`config.mk`:
```
export PLATFORM = sky130hd
export DESIGN_NAME = adc_scan_ctrl
export DESIGN_NICKNAME = d
export VERILOG_FILES = /design/src/rtl/adc_scan_ctrl.sv
export SDC_FILE = /design/constraint.sdc
export NUM_CORES = 1
export LEC_CHECK = 0
export CORE_UTILIZATION = 25
export CTS_BUF_LIST = sky130_fd_sc_hd__clkbuf_16
export CTS_CLUSTER_SIZE = 8
export DETAILED_ROUTE_END_ITERATION = 8
export PLACE_DENSITY = 0.48
export SYNTH_ARGS = -nofsm -noshare
export SYNTH_HDL_FRONTEND = slang
export SYNTH_SLANG_ARGS = --single-unit
```
`constraint.sdc`:
```
create_clock -name clk -period 3.4 [get_ports clk]
set_input_delay 0.34 -clock clk [delete_from_list [all_inputs] [get_ports clk]]
set_output_delay 0.34 -clock clk [all_outputs]
set_load 0.05 [all_outputs]
```
`src/rtl/adc_scan_ctrl.sv`:
```
// adc_scan_ctrl
// Sequencer for the dual-channel SPI ADC reader. It requests a conversion
// on every sample tick (one every SAMPLE_DIV clocks), accumulates
// 2^AVG_LOG2 conversions per batch on both channels and publishes the
// truncated averages with a one-cycle valid strobe. It runs single-shot
// (start_i pulse) or continuously (cont_i level), and raises sticky flags
// for conversion timeouts and sample-rate overruns.
//
// Ports:
//   clk, rst            system clock, synchronous active-high reset
//   start_i             single-shot batch request, ignored while busy
//   cont_i              continuous mode, batches repeat while high
//   clr_err_i           clears timeout_o / overrun_o
//   busy_o              high whenever the sequencer is not idle
//   adc_en_o            registered conversion enable to the ADC reader
//   adc_update_i        ADC reader new-data strobe
//   adc_data0_i/1_i     12-bit channel samples
//   avg0_o/avg1_o       batch averages, held until the next batch
//   avg_valid_o         one-cycle strobe when the averages update
//   timeout_o           sticky: a conversion timed out
//   overrun_o           sticky: a tick arrived while a conversion was pending
module adc_scan_ctrl #(
  parameter int unsigned SAMPLE_DIV = 100000,
  parameter int unsigned AVG_LOG2   = 4,
  parameter int unsigned TIMEOUT    = 1023
) (
  input  logic        clk,
  input  logic        rst,
  input  logic        start_i,
  input  logic        cont_i,
  input  logic        clr_err_i,
  output logic        busy_o,
  output logic        adc_en_o,
  input  logic        adc_update_i,
  input  logic [11:0] adc_data0_i,
  input  logic [11:0] adc_data1_i,
  output logic [11:0] avg0_o,
  output logic [11:0] avg1_o,
  output logic        avg_valid_o,
  output logic        timeout_o,
  output logic        overrun_o
);

  localparam int unsigned TIMER_W = $clog2(SAMPLE_DIV);
  localparam int unsigned TO_W    = $clog2(TIMEOUT + 1);
  localparam int unsigned CNT_W   = AVG_LOG2 + 1;
  localparam int unsigned ACC_W   = 12 + AVG_LOG2;

  localparam logic [TIMER_W-1:0] TIMER_MAX = TIMER_W'(SAMPLE_DIV - 1);
  localparam logic [TO_W-1:0]    TO_MAX    = TO_W'(TIMEOUT - 1);
  localparam logic [CNT_W-1:0]   CNT_FULL  = CNT_W'(2 ** AVG_LOG2);

  localparam logic [1:0] ST_IDLE    = 2'd0;
  localparam logic [1:0] ST_WAIT    = 2'd1;
  localparam logic [1:0] ST_CONVERT = 2'd2;
  localparam logic [1:0] ST_DONE    = 2'd3;

  logic [1:0]         state_q, state_d;
  logic [TIMER_W-1:0] timer_q, timer_d;
  logic [TO_W-1:0]    tcnt_q, tcnt_d;
  logic [CNT_W-1:0]   cnt_q, cnt_d;
  logic [ACC_W-1:0]   acc0_q, acc0_d;
  logic [ACC_W-1:0]   acc1_q, acc1_d;
  logic               en_q, en_d;
  logic [11:0]        avg0_q, avg0_d;
  logic [11:0]        avg1_q, avg1_d;
  logic               valid_q, valid_d;
  logic               timeout_q, timeout_d;
  logic               overrun_q, overrun_d;

  logic               tick;
  logic [CNT_W-1:0]   cnt_inc;

  // The timer sits at zero while idle, so leaving IDLE always starts it
  // from zero; once running it free-wraps and is never re-aligned to the
  // conversions, which keeps the sample rate exact in continuous mode.
  always_comb begin
    tick    = (state_q != ST_IDLE) && (timer_q == TIMER_MAX);
    cnt_inc = cnt_q + CNT_W'(1);
    if (state_q == ST_IDLE) begin
      timer_d = '0;
    end else if (timer_q == TIMER_MAX) begin
      timer_d = '0;
    end else begin
      timer_d = timer_q + TIMER_W'(1);
    end
  end

  // Sequencer next-state logic. Error events are evaluated after the
  // clear request so that a coincident error keeps its flag set.
  always_comb begin
    state_d   = state_q;
    tcnt_d    = tcnt_q;
    cnt_d     = cnt_q;
    acc0_d    = acc0_q;
    acc1_d    = acc1_q;
    en_d      = en_q;
    avg0_d    = avg0_q;
    avg1_d    = avg1_q;
    valid_d   = 1'b0;
    timeout_d = timeout_q;
    overrun_d = overrun_q;

    if (clr_err_i) begin
      timeout_d = 1'b0;
      overrun_d = 1'b0;
    end

    case (state_q)
      ST_IDLE: begin
        if (start_i || cont_i) begin
          state_d = ST_WAIT;
          acc0_d  = '0;
          acc1_d  = '0;
          cnt_d   = '0;
        end
      end

      ST_WAIT: begin
        if (tick) begin
          state_d = ST_CONVERT;
          en_d    = 1'b1;
          tcnt_d  = '0;
        end
      end

      ST_CONVERT: begin
        if (adc_update_i) begin
          // An update always wins over a coincident timeout or tick.
          en_d    = 1'b0;
          acc0_d  = acc0_q + ACC_W'(adc_data0_i);
          acc1_d  = acc1_q + ACC_W'(adc_data1_i);
          cnt_d   = cnt_inc;
          state_d = (cnt_inc == CNT_FULL) ? ST_DONE : ST_WAIT;
        end else begin
          if (tick) begin
            overrun_d = 1'b1;
          end
          if (tcnt_q == TO_MAX) begin
            // The whole batch is abandoned; continuous mode re-enters
            // from IDLE on its own because cont_i is still sampled there.
            en_d      = 1'b0;
            timeout_d = 1'b1;
            acc0_d    = '0;
            acc1_d    = '0;
            cnt_d     = '0;
            state_d   = ST_IDLE;
          end else begin
            tcnt_d = tcnt_q + TO_W'(1);
          end
        end
      end

      default: begin
        // ST_DONE: the averages and the strobe are registered together
        // so the strobe is high exactly while the new values first appear.
        avg0_d  = 12'(acc0_q >> AVG_LOG2);
        avg1_d  = 12'(acc1_q >> AVG_LOG2);
        valid_d = 1'b1;
        acc0_d  = '0;
        acc1_d  = '0;
        cnt_d   = '0;
        state_d = cont_i ? ST_WAIT : ST_IDLE;
      end
    endcase
  end

  // State and output registers with synchronous reset.
  always_ff @(posedge clk) begin
    if (rst) begin
      state_q   <= ST_IDLE;
      timer_q   <= '0;
      tcnt_q    <= '0;
      cnt_q     <= '0;
      acc0_q    <= '0;
      acc1_q    <= '0;
      en_q      <= 1'b0;
      avg0_q    <= '0;
      avg1_q    <= '0;
      valid_q   <= 1'b0;
      timeout_q <= 1'b0;
      overrun_q <= 1'b0;
    end else begin
      state_q   <= state_d;
      timer_q   <= timer_d;
      tcnt_q    <= tcnt_d;
      cnt_q     <= cnt_d;
      acc0_q    <= acc0_d;
      acc1_q    <= acc1_d;
      en_q      <= en_d;
      avg0_q    <= avg0_d;
      avg1_q    <= avg1_d;
      valid_q   <= valid_d;
      timeout_q <= timeout_d;
      overrun_q <= overrun_d;
    end
  end

  assign busy_o      = (state_q != ST_IDLE);
  assign adc_en_o    = en_q;
  assign avg0_o      = avg0_q;
  assign avg1_o      = avg1_q;
  assign avg_valid_o = valid_q;
  assign timeout_o   = timeout_q;
  assign overrun_o   = overrun_q;

endmodule
```
==> impl_metrics.toml, run 1 <==
[outcome]
outcome = "completed"

[global_routing]
grt_pass1_wl_um = 20200
antenna_found_initial = 0
grt_max_degree = 37
grt-ovfl-total = 0
grt_pass1_vias = 4100
track_usage_pct = 12.8

[clock_tree]
cts_made_buffers = 9
cts_hold_buf = 0
cts_tree = "built"
cts_max_path_buffers = 2
cts_resized = 0
cts-root-buf = "clkbuf_16"
postCtsSetupBuffers = 0
path_clk_slew_ns = 0.07
cts_max_level = 3
cts_sinks = 94
clk_latency_ns = 0.35

[floorplan]
ioPinCount = 59
die_w_um = 143
core_area_um2 = 19500
initial_core_util_pct = 25.5
row_count = 51
die_area_um2 = 20400
die_h_um = 143

[logic_synthesis]
synth_area_per_cell_um2 = 8.46
synth_top_area_share_pct = 38.0
syn_inst = 586
async_reset_ff_share_pct = 0
synth-seq-cells = 94
ys_seq_area_share_pct = 38.0
synth_nets = 647
netlist_top_cells_area = "dfxtp_1 (38%), ha_1 (7.3%), a21oi_1 (5.9%)"
synthTopCellsByCount = "dfxtp_1 (94), nand2_1 (77), nor2_1 (72)"
yosys_warnings = 0
synth_top_area_cell = "dfxtp_1"
synth-edff-count = 0
syn_area_um2 = 4960
synth_ff_type = "dfxtp_1"
synth_most_common_cell = "dfxtp_1"
yosysUniqueCellTypes = 60

[setup_path]
reg2reg_depth = 6
crit_type = "reg -> reg"
critPathSlowestCell = "o31ai_4"
cp_data_arrival_time_ns = 2.74
reg2reg_to = "acc1_q[15]"
regToRegStartpoint = "tcnt_q[6]"
critPathCaptureType = "flop"
crit_fanout = 14
cp_data_required_time_ns = 3.64
path_cells = "nand4_1 > o31ai_4 > nand2_1 > a2111oi_2 > xnor2_1 > nor2_1"
endpoint = "acc1_q[15]"
start_kind = "flop"
startpoint = "tcnt_q[6]"
rrSetupSlack_ns = 0.89
crit_path_max_incr_delay_ns = 0.60

[final_layout]
drive_above_1_share_pct = 5.79
area_growth_pct = 22.2
finalInstanceArea_um2 = 6050
finalNonFillerCells = 904
antenna_cells = 0
fin_nets = 695

[power_and_ir_drop]
finalPower_mw = 2.36
power.density_nw_per_um2 = 389
vdd_ir_drop_max_mv = 0.243
leakagePower_nw = 2.17

[sta]
slew_headroom_pct = 37.1
tightest_slew_ns = 0.942
maxSlewViolCount = 0
finalClockSkew_ns = 0.00570
finalSetupViolCount = 0
min_period_ns = 2.51
fin_setup_tns_ns = 0
hold_viol = 0
timing.final.crit_share_pct = 73.7
rsz0062_at_grt = "no"
maxClockFrequency_mhz = 399
finalWorstSetupSlack_ns = 0.893

[route]
maxUsedRoutingLayer = "met4"
drtAntennaViolNets = 0
drt_iter0_markers = 153
viasPerCell = 4.62
routed-wl-met2_um = 5850
wl_met3_um = 468
first_pass_iters = 4
wl_per_cell_um = 13.8
wl_um = 12500
wl_met1_um = 5990
drc = 0
route.vias.total = 4174

[place]
place_inst = 888
place_hpwl_um = 9110
port_buffers = 58
place.gp.congestion = 0.808
dpl_cell_area_um2 = 5760
place_ws_ns = 0.650

[job]
maxCapViolations = 0

[worst_hold_path]
worstHoldPathType = "reg -> reg"
==> cell type report <==
| cell class | instances | area (µm²) |
|---|---|---|
| Clock inverter | 7 | 66.3 |
| Multi-Input combinational cell | 453 | 2890 |
| Inverter | 14 | 52.6 |
| Sequential cell | 94 | 1880 |
| Timing Repair Buffer | 62 | 606 |
| Tap cell | 265 | 332 |
| Clock buffer | 9 | 225 |
| Fill cell | 2051 | 13400 |
==> logic make-up (layout without fill, tap and decap cells) <==
group / after synthesis / after routing / share of synthesized area, %
buf+inv: 39 / 92 / 3.69
fa+ha+maj: 31 / 31 / 8.13
compound gates: 142 / 142 / 19.2
simple gates: 234 / 234 / 22.7
flops: 94 / 94 / 38.0
mux: 5 / 5 / 1.04
xor+xnor: 41 / 41 / 7.25
==> per-stage QoR <==
step,utilization [%],hold WS (ns)
final,31.1,0.456
after global routing,31.1,0.476
after CTS,31.1,0.456
after detailed placement,29.6,0.447
after global placement,29.6,0.446
after floorplan,-,0.432
==> cell usage in the layout, fill, tap and decap left out, types with 5 or more instances in the layout <==
| cell type | instances |
|---|---|
| dfxtp_1 | 94 |
| nand2_1 | 77 |
| nor2_1 | 72 |
| a21oi_1 | 58 |
| clkdlybuf4s50_1 | 57 |
| xnor2_1 | 30 |
| ha_1 | 29 |
| nand3_1 | 20 |
| inv_1 | 15 |
| o21ai_0 | 15 |
| and3_1 | 12 |
| xor2_1 | 11 |
| a211oi_1 | 11 |
| clkbuf_16 | 9 |
| nor3_1 | 8 |
| a21o_1 | 8 |
| a22oi_1 | 7 |
| o21a_1 | 7 |
| nor2b_1 | 6 |
| nand4_1 | 6 |
| a22o_1 | 6 |
| nand3b_1 | 5 |
==> state kept, by name (all words and copies together) (netlist names) <==
signal and flops:
timer_q 17, acc0_q 16, acc1_q 16, avg0_o 12, avg1_o 12, tcnt_q 10, cnt_q 5, state_q 2
adc_en_o 1, avg_valid_o 1, overrun_o 1, timeout_o 1
==> power by group <==
group          internal, mW  switching, mW
Combinational        0.0889          0.128
Sequential             1.11         0.0140
Clock                 0.565          0.451
==> metal layers <==
layer,track usage (%),vias to the layer above
met1,15.6,1952
li1,-,2151
met5,0,-
met3,3.22,15
met4,4.13,0
met2,21.8,56
==> critical path, delay by kind of cell, from the launching register on <==
family | cells | cell delay (ns)
XOR/XNOR | 1 | 0.16
flip-flops | 1 | 0.41
AO/OA/AOI/OAI | 2 | 1.04
AND/OR/NAND/NOR | 3 | 0.78
==> worst min-delay path by stage <==
| stage | startpoint | end | cells after the start |
|---|---|---|---|
| floorplan | acc1_q[14] | avg1_o[10] | 2 |
| global placement | avg1_o[0] | avg1_o[0] | 2 |
| detailed placement | avg1_o[5] | avg1_o[5] | 2 |
| CTS | avg1_o[5] | avg1_o[5] | 2 |
| global route | avg0_o[2] | avg0_o[2] | 2 |
| finish | avg1_o[5] | avg1_o[5] | 2 |
(Power assumes the default switching activity.)
==> inputs of run 2 (changes only) <==
--- a/config.mk
+++ b/config.mk
@@ -9,7 +9,7 @@
 export CTS_BUF_LIST = sky130_fd_sc_hd__clkbuf_16
 export CTS_CLUSTER_SIZE = 8
 export DETAILED_ROUTE_END_ITERATION = 8
-export PLACE_DENSITY = 0.48
+export PLACE_DENSITY = 0.49
 export SYNTH_ARGS = -nofsm -noshare
 export SYNTH_HDL_FRONTEND = slang
 export SYNTH_SLANG_ARGS = --single-unit
==> constraint.sdc (replaced) <==
create_clock -name clk -period 2.3 [get_ports clk]
set_input_delay 0.23 -clock clk [delete_from_list [all_inputs] [get_ports clk]]
set_output_delay 0.23 -clock clk [all_outputs]
set_load 0.05 [all_outputs]
==> impl_metrics.toml, run 2 (synthesis gave the netlist of run 1 again) <==
[power_and_ir_drop]
p_int_mw = 2.75
seq_power_share_pct = 45.9
vdd_ir_drop_max_mv = 0.362
share_clk_of_total_power_pct = 43.8
netSwitchingFraction_pct = 24.1
leakagePower_nw = 2.39
switching_power_mw = 0.873
power.density_nw_per_um2 = 567
pwr-share-comb_pct = 10.3

[floorplan]
initial_core_util_pct = 25.5
die_h_um = 143
ioPinCount = 59
die_w_um = 143
die_area_um2 = 20400
core_area_um2 = 19500
row_count = 51

[clock_tree]
cts_tree = "built"
cts-root-buf = "clkbuf_16"
cts_max_level = 3
cts_sinks = 94
cts_hold_buf = 0
cts_made_buffers = 9
cts_max_path_buffers = 2
clk_latency_ns = 0.36
path_clk_slew_ns = 0.07

[setup_path]
cp_data_arrival_time_ns = 2.43
reg2reg_depth = 9
critPathCaptureType = "flop"
crit_type = "in -> reg"
regToRegStartpoint = "acc0_q[0]"
rrSetupSlack_ns = 0.12
reg2reg_to = "acc0_q[8]"
start_kind = "input pin"
crit_fanout = 3
cp_data_required_time_ns = 2.55

[outcome]
outcome = "finished, violations left"
failed_checks = "DRC"

[global_routing]
grt-ovfl-total = 0
grt_max_degree = 31
grt_pass1_vias = 4261
track_usage_pct = 13.4
antenna_found_initial = 0
grt_pass1_wl_um = 21300

[final_layout]
drive_above_1_share_pct = 11.6
nFillCells = 2031
mostFrequentLayoutCell = "dfxtp_1"
area_growth_pct = 28.9
largest_register_ffs = 17
final_cell_mix = "dfxtp_1 (94), nand2_1 (77), nor2_1 (72), a21oi_1 (58), clkdlybuf4s50_1 (57)"
top_regs = "timer_q (17), acc0_q (16), acc1_q (16)"
antenna_cells = 0
finalNonFillerCells = 946
final_util_pct = 32.8
largest_register = "timer_q"
fin_nets = 737

[sta]
finalClockSkew_ns = 0.00947
tightest_slew_ns = 0.746
maxSlewViolCount = 0
whs_ns = 0.198
slew_headroom_pct = 50.1
timing.final.crit_share_pct = 94.9
finalSetupViolCount = 0
finalWorstSetupSlack_ns = 0.118
maxClockFrequency_mhz = 458
rsz0062_at_grt = "no"
hold_viol = 0
min_period_ns = 2.18

[job]
maxCapViolations = 0

[route]
wl_per_cell_um = 13.5
viasPerCell = 4.60
wl_um = 12800
drtAntennaViolNets = 0
drt_iter0_markers = 183
first_pass_iters = 6
drc = 2
route.vias.total = 4347

[place]
place.gp.congestion = 0.816
place_ws_ns = -0.242
place_hpwl_um = 9300
port_buffers = 58
place_inst = 928

[worst_hold_path]
hp-start = "rst"
worstHoldPathType = "in -> reg"
hold_depth = 2
min_to = "timeout_o"
## run 2: how the worst max path moves through the flow
stage,start,to,slack [ns]
floorplan,acc0_q[0],acc0_q[8],0.19
global placement,adc_data0_i[0],acc0_q[8],-0.22
detailed placement,adc_data0_i[0],acc0_q[8],-0.24
CTS,tcnt_q[5],acc0_q[11],0.009
global route,acc0_q[0],acc0_q[8],0.001
finish,adc_data0_i[0],acc0_q[8],0.12
## run 2: power groups by stage
| stage | Clock [mW] | Sequential, mW | Combinational, mW |
|---|---|---|---|
| final | 1.59 | 1.66 | 0.373 |
| after global routing | 1.71 | 1.66 | 0.413 |
| after CTS | 1.64 | 1.66 | 0.376 |
| after detailed placement | 0 | 1.70 | 0.374 |
| after global placement | 0 | 1.70 | 0.368 |
| after floorplan | 0 | 1.69 | 0.216 |
## run 2: final cells by class
cell class / instances / area (µm²) / area share (%)
Multi-Input combinational cell: 453 / 2900 / 45.3
Sequential cell: 94 / 1880 / 29.5
Timing Repair Buffer: 104 / 921 / 14.4
Tap cell: 265 / 332 / 5.19
Clock buffer: 9 / 225 / 3.53
Clock inverter: 7 / 80.1 / 1.25
Inverter: 14 / 52.6 / 0.823
## run 2: per-layer routing
layer | vias up | track usage, % | wire length [µm]
li1 | 2241 | - | -
met1 | 2030 | 17.9 | 6550
met2 | 61 | 20.8 | 5580
met3 | 15 | 2.11 | 387
met4 | 0 | 6.56 | 289
met5 | - | 0 | 0
## run 2: timing repair
item / CTS / global route
endpoints found under the setup margin: 0 / 19
resized for setup: 0 / 2
buffers inserted: 0 / 2
## run 2: critical path: stages
cell	delay [ns]
clkdlybuf4s50_1	0.41
ha_1	0.21
inv_1	0.07
fa_1	0.19
nor2b_1	0.06
o31a_1	0.25
o31a_1	0.28
o21a_1	0.19
or3_1	0.30
a32o_1	0.24
## run 2: stage by stage
stage	total power [mW]	setup TNS, ns	instance area [µm²]
final	3.62	0	6390
after global routing	3.78	0	6390
after CTS	3.68	0	6370
after detailed placement	2.07	-1.57	6060
after global placement	2.07	-1.26	6060
after floorplan	1.91	0	4960
